**src/rtl/slow_toggle_pkg.sv**
```systemverilog
// Shared types and default sizing for the slow->fast toggle-handshake link.
// The fast-domain receiver imports the same defaults so both ends agree.
package slow_toggle_pkg;

  typedef enum logic {
    IDLE     = 1'b0,
    WAIT_ACK = 1'b1
  } state_t;

  localparam int DEF_DATA_W      = 4;
  localparam int DEF_SYNC_STAGES = 2;
  localparam int DEF_TIMEOUT_CYC = 255;
  localparam int DEF_CNT_W       = 8;

endpackage

```
**src/rtl/toggle_sync_bit.sv**
```systemverilog
// Multi-flop synchroniser for a single toggle bit arriving from another clock domain.
// Also used on the receiver side for req_tgl.
module toggle_sync_bit #(
  parameter int STAGES = 2
) (
  input  logic i_clk,
  input  logic i_rst,
  input  logic i_d,
  output logic o_q
);

  logic [STAGES-1:0] r_sync;

  always_ff @(posedge i_clk or posedge i_rst) begin
    if (i_rst) begin
      r_sync <= '0;
    end else begin
      r_sync <= {r_sync[STAGES-2:0], i_d};
    end
  end

  assign o_q = r_sync[STAGES-1];

endmodule

```
**src/rtl/slow_toggle_tx.sv**
```systemverilog
// Launch side of the toggle-handshake CDC link: holds one word on data_out,
// flips req_tgl per word and waits for the synchronised ack_tgl to match.
module slow_toggle_tx
  import slow_toggle_pkg::*;
#(
  parameter int DATA_W      = DEF_DATA_W,
  parameter int SYNC_STAGES = DEF_SYNC_STAGES,
  parameter int TIMEOUT_CYC = DEF_TIMEOUT_CYC,
  parameter int CNT_W       = DEF_CNT_W
) (
  input  logic              slow_clk,
  input  logic              rst,
  input  logic              in_valid,
  input  logic [DATA_W-1:0] in_data,
  output logic              in_ready,
  input  logic              ack_tgl,
  output logic              req_tgl,
  output logic [DATA_W-1:0] data_out,
  output logic              busy,
  output logic [CNT_W-1:0]  xfer_cnt,
  output logic              timeout_err,
  output logic              proto_err,
  input  logic              err_clr
);

  localparam logic [CNT_W-1:0] TIMEOUT_VAL = CNT_W'(TIMEOUT_CYC);

  state_t             r_state;
  state_t             w_state_next;
  logic               r_req;
  logic [DATA_W-1:0]  r_data;
  logic [CNT_W-1:0]   r_xfer_cnt;
  logic [CNT_W-1:0]   r_tcnt;
  logic [CNT_W-1:0]   w_tcnt_inc;
  logic               r_tout;
  logic               r_perr;
  logic               w_ack_s;
  logic               w_accept;
  logic               w_done;
  logic               w_in_ready;
  logic               w_busy;
  logic               w_proto_set;
  logic               w_tout_set;

  toggle_sync_bit #(
    .STAGES(SYNC_STAGES)
  ) u_ack_sync (
    .i_clk(slow_clk),
    .i_rst(rst),
    .i_d  (ack_tgl),
    .o_q  (w_ack_s)
  );

  always_ff @(posedge slow_clk or posedge rst) begin
    if (rst) begin
      r_state <= IDLE;
    end else begin
      r_state <= w_state_next;
    end
  end

  // in_ready/busy depend on state only, never on in_valid.
  always_comb begin
    w_state_next = r_state;
    w_accept     = 1'b0;
    w_done       = 1'b0;
    w_in_ready   = 1'b0;
    w_busy       = 1'b0;
    w_proto_set  = 1'b0;
    case (r_state)
      IDLE: begin
        w_in_ready  = 1'b1;
        w_proto_set = (w_ack_s != r_req);
        if (in_valid) begin
          w_accept     = 1'b1;
          w_state_next = WAIT_ACK;
        end
      end
      WAIT_ACK: begin
        w_busy = 1'b1;
        if (w_ack_s == r_req) begin
          w_done       = 1'b1;
          w_state_next = IDLE;
        end
      end
      default: w_state_next = IDLE;
    endcase
  end

  assign w_tcnt_inc = (&r_tcnt) ? r_tcnt : r_tcnt + CNT_W'(1);
  assign w_tout_set = (r_state == WAIT_ACK) && (TIMEOUT_CYC != 0) && (w_tcnt_inc == TIMEOUT_VAL);

  always_ff @(posedge slow_clk or posedge rst) begin
    if (rst) begin
      r_req      <= 1'b0;
      r_data     <= '0;
      r_tcnt     <= '0;
      r_xfer_cnt <= '0;
    end else begin
      if (w_accept) begin
        r_data <= in_data;
        r_req  <= ~r_req;
        r_tcnt <= '0;
      end else if (r_state == WAIT_ACK) begin
        r_tcnt <= w_tcnt_inc;
      end
      if (w_done) begin
        r_xfer_cnt <= r_xfer_cnt + CNT_W'(1);
      end
    end
  end

  // A set condition outranks err_clr on the same edge.
  always_ff @(posedge slow_clk or posedge rst) begin
    if (rst) begin
      r_tout <= 1'b0;
      r_perr <= 1'b0;
    end else begin
      if (w_tout_set) begin
        r_tout <= 1'b1;
      end else if (err_clr) begin
        r_tout <= 1'b0;
      end
      if (w_proto_set) begin
        r_perr <= 1'b1;
      end else if (err_clr) begin
        r_perr <= 1'b0;
      end
    end
  end

  assign in_ready    = w_in_ready;
  assign busy        = w_busy;
  assign req_tgl     = r_req;
  assign data_out    = r_data;
  assign xfer_cnt    = r_xfer_cnt;
  assign timeout_err = r_tout;
  assign proto_err   = r_perr;

endmodule

```
**config.mk**
```make
export PLATFORM = sky130hd
export DESIGN_NAME = slow_toggle_tx
export DESIGN_NICKNAME = d
export VERILOG_FILES = /design/src/rtl/slow_toggle_pkg.sv /design/src/rtl/toggle_sync_bit.sv /design/src/rtl/slow_toggle_tx.sv
export SDC_FILE = /design/constraint.sdc
export NUM_CORES = 1
export LEC_CHECK = 0
export CORE_MARGIN = 5
export CORE_UTILIZATION = 35
export DETAILED_ROUTE_END_ITERATION = 7
export SYNTH_ARGS = -nofsm -noshare
export SYNTH_HDL_FRONTEND = slang
export SYNTH_SLANG_ARGS = --single-unit
```
**constraint.sdc**
```tcl
create_clock -name slow_clk -period 2.7 [get_ports slow_clk]
set_input_delay 0.54 -clock slow_clk [delete_from_list [all_inputs] [get_ports slow_clk]]
set_output_delay 0.54 -clock slow_clk [all_outputs]
set_load 0.1 [all_outputs]
```
==> metrics.md, run 1 <==
| Metric | Value |
|---|---|
| Hold Path Class | `reg2reg` |
| Cts repair resizes | `0` |
| GR Util All Layers | `10.85%` |
| Nets | `151` |
| Crit path max-delay cell type | `dfrtp_1` |
| Post-route minimum period | `1997 ps` |
| RSZ-0062 raised after global routing | `no` |
| Clk sinks | `26` |
| CTS max path bufs | `2` |
| Global-route wire length before repair | `4422 um` |
| Vias post-DR | `927` |
| Synth Net Count | `125` |
| Max-cap viol count | `0` |
| Largest net degree at the start of global routing | `19` |
| Max Slew Vio Count | `0` |
| Antenna viol nets, final | `0` |
| Top cells by count, synth | `26 x dfrtp_1, 8 x nand2_1, 8 x nor2_1` |
| Area growth, synth to finish | `20.08%` |
| Initial antenna violation count | `0` |
| Placed Cells | `181` |
| Via density | `5.038` |
| I/O Buffers | `25` |
| CTS tree | `built` |
| Die Y | `69.82 um` |
| # rows | `21` |
| Fraction of the yosys area taken by sequential cells | `51.95%` |
| Largest cells by area after synthesis | `dfrtp_1 52%, mux2_2 4.5%, xor2_1 4.2%` |
| CTS root buffer | `clkbuf_4` |
| Top_reg_cell synth | `dfrtp_1` |
| Number of distinct library cells after synthesis | `32` |
| Die X | `69.82 um` |
| Crit Path Max Fanout | `11` |
| DRT iter0 DRCs | `32` |
| Leading area contributor after synthesis | `dfrtp_1` |
| Fmax | `500.8 MHz` |
| H-tree depth | `1` |
| Final worst-path cycle share | `73.95%` |
| Bufs and invs on worst path | `2` |
| Post-CTS setup buffer count | `0` |
| Synth top area share | `51.95%` |
| WL/cell | `13.97 um` |
| Via count of the first global-routing pass | `947` |
| Mapped Cells | `114` |
| DRC Markers | `0` |
| Share of synthesized flip-flops with an asynchronous set or reset | `100.0%` |
| Count of final setup violators | `0` |
| Outcome | `completed` |
| Crit Path Category | `reg2out` |
| Slew @ Worst Pin | `377.9 ps` |
| Drt first pass iters | `4` |
| CP Capture Type | `primary output` |
| Mapped Area | `0.001252 mm^2` |
| Yosys warns | `0` |
| Required @ worst endpoint | `2160 ps` |
| Yosys reg bits | `26` |
| Max stage delay on crit path | `540 ps` |
| Clock transition at path regs | `130 ps` |
| Ratio of cells with drive above 1 in the final layout | `24.64%` |
| Hold-fix buffers, CTS | `0` |
| I/O pins | `26` |
| Final Hold Fails | `0` |
| CP Launch Type | `register` |
| Arr. time, crit path | `1460 ps` |
| Family with the most delay on the worst path | `buffers and inverters` |
| Core area | `0.003390 mm^2` |
| Post-synth EDFFs | `0` |
| Global route total overflow | `0` |
| Total CTS buffers | `3` |
| Starting Density | `36.95%` |
| Crit path cell chain | `inv_1 -> buf_4` |
| Top-count cell post-synth | `dfrtp_1` |
| Clk_lat worst skew | `310 ps` |
| Setup_tns | `0 ps` |
| Final RePlAce weighted congestion | `0.8501` |
| Die ar. | `0.004875 mm^2` |
| Hpwl dp | `1927 um` |
| Mean Syn Cell Area | `10.99 um^2` |
| Clk_skew | `4.645 ps` |
| Ant. Diodes | `0` |
| Non-filler cells, final | `184` |
| Slew Limit Headroom | `74.81%` |
| Routed WL | `2571 um` |
[cells by family (layout without fill, tap and decap cells)]
logic type | count (synthesis) | count (layout) | synth area share (%)
AOI/OAI and AO/OA | 21 | 21 | 12.39
xor gates and xnor gates | 10 | 10 | 6.993
adders and majority gates | 2 | 2 | 1.998
buffers and inverters | 13 | 37 | 6.194
DFF | 26 | 26 | 51.95
muxes | 5 | 5 | 4.495
and+or+nand+nor | 37 | 37 | 15.98
[worst register-to-register path, cell delays in order (launching register included)]
cell and delay [ps]:
dfrtp_1 500, ha_1 300, nand4_1 230, o21a_1 300
and4_2 250, nor3_1 130
[state kept, by name (all words and copies together), names as in the netlist]
register           count
data_out               4
proto_err              1
r_state                1
r_tcnt                 8
req_tgl                1
timeout_err            1
u_ack_sync.r_sync      2
xfer_cnt               8
[cell type report]
type / count / area, um^2
timing repair buffer: 27 / 222.7
inverter: 7 / 26.28
tap: 46 / 57.56
multi-input combinational: 75 / 524.3
clock buffer: 3 / 22.52
fill: 333 / 1886
sequential: 26 / 650.6
[stage by stage]
step                      cell area [um^2]  setup slack [ps]  hold slack (ps)  utilization (%)
final                                 1504             703.4            374.1            44.37
after global routing                  1504             606.6            380.9            44.37
after CTS                             1504             679.9            379.4            44.37
after detailed placement              1481             847.9            358.3            43.71
after global placement                1481             864.7            338.7            43.71
after floorplan                       1252             224.2            331.2                -
[path summary, 6_finish.rpt]
kind	startpoint	to	slack (ps)	depth (start not counted)
min in group asynchronous	rst	data_out[1]	470	2
worst min register to register	u_ack_sync.r_sync[0]	u_ack_sync.r_sync[1]	370	0
worst max register to register	r_tcnt[0]	r_tcnt[4]	920	5
worst max-delay path	r_state	in_ready	700	2
max in group asynchronous	rst	r_tcnt[4]	1690	3
worst min-delay path	u_ack_sync.r_sync[0]	u_ack_sync.r_sync[1]	370	0
[layer usage]
| layer | global-route usage [%] | up-vias | share of wire, % |
|---|---|---|---|
| met4 | 3.191 | 0 | 0.74 |
| met5 | 0 | - | 0 |
| met1 | 14.61 | 446 | 46 |
| li1 | - | 456 | - |
| met3 | 1.449 | 2 | 4.6 |
| met2 | 18.05 | 23 | 48 |
[cell usage in the layout, fill, tap and decap left out]
cell type        instances
o21a_1                   1
xnor2_1                  4
nor3_1                   3
a311oi_1                 2
a31oi_1                  4
and2_4                   1
clkdlybuf4s50_1          8
o31ai_2                  1
o21ai_0                  2
and3_2                   2
a21oi_1                  2
a211oi_1                 2
nor2b_1                  1
xor2_1                   6
nor4_2                   1
nand3_1                  6
o32ai_1                  2
o22ai_1                  2
ha_1                     2
or2b_1                   1
mux2_2                   5
a32oi_1                  2
buf_4                   19
clkbuf_4                 3
nand4_1                  3
and4_2                   2
inv_1                    7
and2_1                   1
dfrtp_1                 26
nor2_1                   8
o311a_1                  1
nand2_1                  8
Power of run 1 is left out: the tool's default activity adds up to more than one toggle a clock period on the data nets, which glitch-free logic cannot reach.
==> inputs of run 2 (changes only) <==
clock period = 1.7 ns   (was 2.7 ns; I/O delays follow)
==> run 2 against run 1 <==
  * Worst setup slack lost 610 ps
  * Clock-buffer cell count rose by 1
  * Register-to-register slack worse by 810 ps
  * Die area unchanged
  * Flip-flop and latch count unchanged
  * Wire length grew 4.3%
  * Critical endpoint unchanged
  * First-iteration DRC count grew 50%
  * Cell area up 19%
  * Utilization increased by 8.6 points
  * Critical path type unchanged
  * Non-clock buffer count increased by 7
  * Sequential share of layout area shrank 6.8 points
  * Worst hold slack lost 21 ps
==> metrics.md, run 2 (same netlist as run 1, synthesis figures left out) <==
| Metric | Value |
|---|---|
| WL/cell | `13.97 um (about the same)` |
| Reg area | `655.6 um^2 (was 650.6 um^2)` |
| Die X | `69.82 um (unchanged)` |
| GR Util All Layers | `11.78% (was 10.85%)` |
| CTS max path bufs | `2 (unchanged)` |
| Via density | `5.083 (was 5.038)` |
| Non-filler cells, final | `192 (was 184)` |
| Nets | `158 (was 151)` |
| Clock transition at path regs | `130 ps (about the same)` |
| CTS tree | `built (unchanged)` |
| Commonest non-fill, non-tap cell in the layout | `dfrtp_1 (unchanged)` |
| Drt first pass iters | `4 (unchanged)` |
| Count of final setup violators | `0 (unchanged)` |
| Post-route minimum period | `1604 ps` |
| Arr. time, crit path | `1260 ps (was 1460 ps)` |
| RSZ-0062 raised after global routing | `no (unchanged)` |
| Hold-fix buffers, CTS | `0 (unchanged)` |
| Total CTS buffers | `3 (unchanged)` |
| CP Launch Type | `register (unchanged)` |
| Area growth, synth to finish | `43.46% (was 20.08%)` |
| Final Hold Fails | `0 (unchanged)` |
| H-tree depth | `1 (unchanged)` |
| Clk_skew | `4.494 ps (was 4.645 ps)` |
| Global route total overflow | `0 (unchanged)` |
| Max stage delay on crit path | `540 ps (about the same)` |
| Required @ worst endpoint | `1360 ps (was 2160 ps)` |
| Fmax | `623.6 MHz` |
| Bufs and invs on worst path | `2 (unchanged)` |
| Global-route wire length before repair | `4712 um (was 4422 um)` |
| Setup_tns | `0 ps (unchanged)` |
| Most frequent cells in the layout | `24 x dfrtp_1, 17 x buf_12, 9 x buf_4 (was 26 x dfrtp_1, 19 x buf_4, 8 x nor2_1, 8 x nand2_1, 8 x clkdlybuf4s50_1)` |
| Final worst-path cycle share | `94.34%` |
| Largest net degree at the start of global routing | `27 (was 19)` |
| Max-cap viol count | `0 (unchanged)` |
| Antenna viol nets, final | `0 (unchanged)` |
| Crit path max-delay cell type | `dfrtp_4 (was dfrtp_1)` |
| Crit Path Max Fanout | `11 (unchanged)` |
| CP Capture Type | `primary output (unchanged)` |
| DRT iter0 DRCs | `48 (was 32)` |
| # fillers | `314 (was 333)` |
| Ant. Diodes | `0 (unchanged)` |
| Family with the most delay on the worst path | `flip-flops (was buffers and inverters)` |
| Final RePlAce weighted congestion | `0.8642 (was 0.8501)` |
| Vias post-DR | `976 (was 927)` |
| Placed Cells | `186 (was 181)` |
| Multi-input logic area | `539.3 um^2 (was 524.3 um^2)` |
| Crit path cell chain | `clkinvlp_4 -> buf_12 (was inv_1 -> buf_4)` |
| Crit Path Category | `reg2out (unchanged)` |
| Final core utilization | `53.01% (was 44.37%)` |
| Die ar. | `0.004875 mm^2 (unchanged)` |
| Slew Limit Headroom | `71.42% (was 74.81%)` |
| Hpwl dp | `2041 um (was 1927 um)` |
| # rows | `21 (unchanged)` |
| Hold slack | `353.2 ps (was 374.1 ps)` |
| I/O pins | `26 (unchanged)` |
| Slew @ Worst Pin | `427.3 ps (was 377.9 ps)` |
| Starting Density | `36.95% (unchanged)` |
| Clk_lat worst skew | `310 ps (about the same)` |
| Core area | `0.003390 mm^2 (unchanged)` |
| Via count of the first global-routing pass | `1023 (was 947)` |
| Routed WL | `2682 um (was 2571 um)` |
| Hold Path Class | `in2async (was reg2reg)` |
| I/O Buffers | `25 (unchanged)` |
| Initial antenna violation count | `0 (unchanged)` |
| Die Y | `69.82 um (unchanged)` |
| DRC Markers | `0 (unchanged)` |
| Ratio of cells with drive above 1 in the final layout | `32.19% (was 24.64%)` |
| CTS root buffer | `clkbuf_4 (unchanged)` |
| Max Slew Vio Count | `0 (unchanged)` |
| Clk sinks | `26 (unchanged)` |
| Outcome | `completed (unchanged)` |
==> run 2: changes by cell type in the layout (fill, tap and decap cells not counted), sizes merged <==
cell / before / now
clkbuf: 3 / 4
clkinvlp: 0 / 1
inv: 7 / 6
buf: 19 / 26
==> run 2: layout make-up <==
| cell class | count | share of cell area (%) |
|---|---|---|
| clock buffer | 4 | 1.462 |
| inverter | 7 | 1.671 |
| multi-input combinational | 75 | 30.01 |
| sequential | 26 | 36.49 |
| tap | 46 | 3.203 |
| timing repair buffer | 34 | 27.16 |
==> run 2: per-layer routing <==
metal | track usage (%) | wire length (um) | up-vias
li1 | - | - | 469
met1 | 15.04 | 1225 | 483
met2 | 19.62 | 1331 | 22
met3 | 3.913 | 112 | 2
met4 | 1.915 | 12 | 0
met5 | 0 | 0 | -
==> run 2: final timing paths <==
kind                                      start                   end  slack (ps)  depth (start not counted)
hold / removal                              rst  u_ack_sync.r_sync[1]         350                          3
hold reg to reg            u_ack_sync.r_sync[0]  u_ack_sync.r_sync[1]         370                          0
setup / recovery                        r_state              in_ready         100                          2
setup reg to reg                        r_state           xfer_cnt[1]         110                          4
min in group slow_clk      u_ack_sync.r_sync[0]  u_ack_sync.r_sync[1]         370                          0
max in group asynchronous                   rst               r_state        1070                          3
==> run 2: worst register-to-register path, stage by stage, from the launching register on <==
cell	delay (ps)
dfrtp_4	540
clkinvlp_4	200
buf_4	200
nor2_2	200
mux2_2	360
==> run 2: stage by stage <==
stage	worst slack, ps	instance area [um^2]
6_report	96.29	1797
5_1_grt	11.64	1797
4_1_cts	15.70	1778
3_5_place_dp	111.1	1752
3_3_place_gp	118.4	1752
2_1_floorplan	-374.6	1272
==> run 2: timing repair <==
item	in CTS	in global routing
endpoints found under the setup margin	0	2
resized for setup	0	2
setup buffers	0	2
Power of run 2 is left out for the same reason.
==> inputs of run 3 (changes only) <==
CELL_PAD_IN_SITES_DETAIL_PLACEMENT = 1   (was not set)
CELL_PAD_IN_SITES_GLOBAL_PLACEMENT = 2   (was not set)
CORE_UTILIZATION = 29   (was 35)
PLACE_DENSITY_LB_ADDON = 0.1   (was not set)
==> run 3 against run 2 <==
  * Via count up 0.10%
  * Flip-flop and latch count stayed put
  * Clock skew shrank 1.8 ps
  * First-iteration DRC count shrank 38%
  * Utilization down 8.3 points
  * Critical endpoint is now r_tcnt[4]
  * Worst hold slack better by 9.1 ps
  * Sequential share of layout area shrank 0.62 points
  * Worst setup slack got worse by 13 ps
  * Cell area grew 1.7%
==> metrics.md, run 3 (same netlist as run 1, synthesis figures left out) <==
| Metric | Value |
|---|---|
| WL/cell | `16.29 um (was 13.97 um)` |
| Via count of the first global-routing pass | `1098 (was 1023)` |
| CP Capture Type | `register (was primary output)` |
| Drt first pass iters | `4 (unchanged)` |
| GR Util All Layers | `12.44% (was 11.78%)` |
| I/O pins | `26 (unchanged)` |
| Arr. time, crit path | `1810 ps (was 1260 ps)` |
| H-tree depth | `1 (unchanged)` |
| Area growth, synth to finish | `45.95% (was 43.46%)` |
| Post-route minimum period | `1617 ps (was 1604 ps)` |
| Fmax | `618.4 MHz (was 623.6 MHz)` |
| Most frequent cells in the layout | `24 x dfrtp_1, 17 x buf_12, 8 x nand2_1, 8 x clkdlybuf4s50_1 (was 24 x dfrtp_1, 17 x buf_12, 9 x buf_4)` |
| Clock transition at path regs | `90 ps (was 130 ps)` |
| DRC Markers | `0 (unchanged)` |
| Clk_skew | `2.739 ps (was 4.494 ps)` |
| Global-route wire length before repair | `5340 um (was 4712 um)` |
| Clk sinks | `26 (unchanged)` |
| Ratio of cells with drive above 1 in the final layout | `30.56% (was 32.19%)` |
| # rows | `23 (was 21)` |
| Die Y | `75.72 um (was 69.82 um)` |
| Clk_lat worst skew | `270 ps (was 310 ps)` |
| Via density | `5.036 (was 5.083)` |
| Max stage delay on crit path | `380 ps (was 540 ps)` |
| CTS root buffer | `clkbuf_8 (was clkbuf_4)` |
| Commonest non-fill, non-tap cell in the layout | `dfrtp_1 (unchanged)` |
| Slew Limit Headroom | `70.44% (was 71.42%)` |
| Setup slack, reg-to-reg | `80 ps (was 110 ps)` |
| Largest net degree at the start of global routing | `27 (unchanged)` |
| Required @ worst endpoint | `1900 ps (was 1360 ps)` |
| Reg2reg start | `r_tcnt[0] (was r_state)` |
| Max-cap viol count | `0 (unchanged)` |
| Crit Path Max Fanout | `5 (was 11)` |
| Vias post-DR | `977 (was 976)` |
| Total CTS buffers | `3 (unchanged)` |
| Final RePlAce weighted congestion | `0.8332 (was 0.8642)` |
| Crit Path Category | `reg2reg (was reg2out)` |
| I/O Buffers | `25 (unchanged)` |
| Outcome | `completed (unchanged)` |
| Placement Setup Slack | `69.44 ps (was 111.1 ps)` |
| CTS max path bufs | `2 (unchanged)` |
| Hold Path Class | `reg2reg (was in2async)` |
| Crit path max-delay cell type | `dfrtp_1 (was dfrtp_4)` |
| Count of final setup violators | `0 (unchanged)` |
| Die ar. | `0.005733 mm^2 (was 0.004875 mm^2)` |
| Worst Setup SP | `r_tcnt[0] (was r_state)` |
| Slack of the critical path | `82.87 ps (was 96.29 ps)` |
| Hold-fix buffers, CTS | `0 (unchanged)` |
| Slew @ Worst Pin | `441.9 ps (was 427.3 ps)` |
| Antenna viol nets, final | `0 (unchanged)` |
| Max Slew Vio Count | `0 (unchanged)` |
| Cts repair resizes | `0 (unchanged)` |
| Hpwl dp | `2422 um (was 2041 um)` |
| Bufs and invs on worst path | `0 (was 2)` |
| Worst Min Path Start | `u_ack_sync.r_sync[0]` |
| Global route total overflow | `0 (unchanged)` |
| CTS tree | `built (unchanged)` |
| CP Launch Type | `register (unchanged)` |
| Routed WL | `3160 um (was 2682 um)` |
| RSZ-0062 raised after global routing | `no (unchanged)` |
| Crit path cell chain | `ha_1 -> nand4_1 -> o21a_1 -> and4_2 -> nor3_1 (was clkinvlp_4 -> buf_12)` |
| Nets | `156 (was 158)` |
| Post-CTS setup buffer count | `0 (unchanged)` |
| Ant. Diodes | `0 (unchanged)` |
| Final Hold Fails | `0 (unchanged)` |
| Core area | `0.004086 mm^2 (was 0.003390 mm^2)` |
| Die X | `75.72 um (was 69.82 um)` |
| Initial antenna violation count | `0 (unchanged)` |
| Starting Density | `30.65% (was 36.95%)` |
| DRT iter0 DRCs | `30 (was 48)` |
| Family with the most delay on the worst path | `simple AND/OR/NAND/NOR gates (was flip-flops)` |
| Final worst-path cycle share | `95.13% (was 94.34%)` |
## run 3: changes by cell type in the layout (fill, tap and decap cells not counted)
cell       delta
clkbuf_4      -3
clkbuf_8      +3
buf_4         -2
bufinv_16     +1
clkbuf_1      -1
ha_1          +1
ha_2          -1
o21a_1        +1
o21a_2        -1
## run 3: stage by stage
stage               hold WS [ps]  utilization [%]  instances  TNS, ps  instance area (um^2)
global placement           342.4            42.99        190        0                  1757
finish                     362.3            44.73        194        0                  1828
detailed placement         345.8            42.99        190        0                  1757
CTS                        367.0            44.73        194        0                  1828
floorplan                  331.2                -        114    -2261                  1272
global route               369.6            44.73        194        0                  1828
## run 3: layer usage
layer  vias to the layer above  GRT usage [%]  wire length [um]  part of all wire (%)
met5                         -              0                 0                     0
li1                        464              -                 -                     -
met3                         4          3.034               160                   5.1
met4                         0          5.243                51                   1.6
met2                        21          21.76              1636                    52
met1                       488          14.45              1312                    42
## run 3: cell type report
type	count	area, um^2
inverter	7	30.03
timing repair buffer	32	473.0
multi-input combinational	75	535.5
sequential	26	655.6
tap	50	62.56
clock buffer	3	41.29
fill	438	2258
clock inverter	1	30.03
## run 3: final timing paths
kind / end / cells after the start
setup / recovery: r_tcnt[4] / 5
hold / removal: u_ack_sync.r_sync[1] / 0
setup reg to reg: r_tcnt[4] / 5
hold reg to reg: u_ack_sync.r_sync[1] / 0
max in group asynchronous: r_state / 3
min in group asynchronous: data_out[1] / 3
Power of run 3 is left out for the same reason.
==> RTL edit, RTL diff (settings of run 2) <==
`DEF_DATA_W`: 4 -> 5.
--- a/src/rtl/slow_toggle_pkg.sv
+++ b/src/rtl/slow_toggle_pkg.sv
@@ -7,7 +7,7 @@
     WAIT_ACK = 1'b1
   } state_t;
 
-  localparam int DEF_DATA_W      = 4;
+  localparam int DEF_DATA_W      = 5;
   localparam int DEF_SYNC_STAGES = 2;
   localparam int DEF_TIMEOUT_CYC = 255;
   localparam int DEF_CNT_W       = 8;
Ports: changed (resized data_out and in_data); port bits go from 26 to 28. The function was not compared with the original's and may differ.
==> RTL edit against run 2 <==
- sequential cell count rose by 1
- wire length rose by 3.4%
- design area rose by 5.2%
- maximum frequency barely moved
- area after synthesis rose by 4.3%
- highest routed layer unchanged
- critical path type unchanged
- setup slack barely moved
Power is not shown: default switching activity piles up to over one toggle a cycle in this logic, so the estimate is an artifact.
==> RTL edit: results <==
export IMPL_status="complete, no violations"
export IMPL_grt_pass1_wl_mm=4.79
export IMPL_synth_area_leaders="dfrtp_1, nand2_1, xor2_1"
export IMPL_seq_area_frac_synth=0.517
export IMPL_place_ws_ns=0.151
export IMPL_grt_usage=0.118
export IMPL_syn_area_per_cell_um2=10.5
export IMPL_synthesis_nets=137
export IMPL_gp_congestion=0.932
export IMPL_io_buffers=27
export IMPL_wl_met2_mm=1.33
export IMPL_vias=992
export IMPL_hold_path_class="flip-flop to flip-flop"
export IMPL_clkTransAtPathRegs_ns=0.09
export IMPL_grt_max_degree=28
export IMPL_skew_ns=0.000684
export IMPL_drtIter0Drc=76
export IMPL_clockRootBuffer="clkbuf_8"
export IMPL_insertion_delay_ns=0.27
export IMPL_rrSetupSlack_ns=0.13
export IMPL_synth_cell_type_count=39
export IMPL_drive_above_1_share=0.250
export IMPL_drt_wl_total_mm=2.77
export IMPL_whs_ns=0.356
export IMPL_cts_setup_buffers=0
export IMPL_grt_pass1_vias=1030
export IMPL_place_area_um2=1840
export IMPL_fillers=351
export IMPL_period_needed_ns=1.60
export IMPL_dr_wl_met3_um=115
export IMPL_post_place_cells=200
export IMPL_final_nets=169
export IMPL_wl_met1_mm=1.27
export IMPL_path_max_fanout=14
export IMPL_synth_commonest_cells="dfrtp_1, nand2_1, nand3_1"
export IMPL_wl_per_cell_um=13.6
RTL edit: per-layer routing:
metal | track usage | up-vias
met1 | 0.160 | 465
met3 | 0.0313 | 7
li1 | - | 497
met5 | 0 | -
met4 | 0.0585 | 0
met2 | 0.175 | 23
RTL edit: path summary, 6_finish.rpt:
check / cells past startpoint / to / start
worst max-delay path: 2 / in_ready / r_state
worst min-delay path: 0 / u_ack_sync.r_sync[1] / u_ack_sync.r_sync[0]
worst max register to register: 5 / timeout_err / r_tcnt[0]
worst min register to register: 0 / u_ack_sync.r_sync[1] / u_ack_sync.r_sync[0]
max in group asynchronous: 3 / r_state / rst
min in group asynchronous: 3 / data_out[3] / rst
RTL edit: logic make-up after synthesis:
family                     count (synthesis)  share of synthesized area
DFF                                       27                      0.517
AOI/OAI and AO/OA                         17                     0.0910
buffers and inverters                      5                     0.0182
and+or+nand+nor                           58                      0.240
xor gates and xnor gates                  11                     0.0738
adders and majority gates                  3                     0.0268
muxes                                      4                     0.0326
RTL edit: worst register-to-register path, stage by stage (launching register included):
cell	delay, ns
dfrtp_1	0.45
ha_1	0.30
and2_4	0.20
and3_1	0.20
o2111ai_1	0.23
o31ai_2	0.08
RTL edit: cell type report:
class	count	area, um2	area share
clock inverter	1	7.51	0.00397
sequential	27	682	0.361
clock buffer	3	41.3	0.0219
tap	48	60.1	0.0318
inverter	3	15.0	0.00795
timing repair buffer	29	465	0.246
multi-input combinational	93	618	0.327
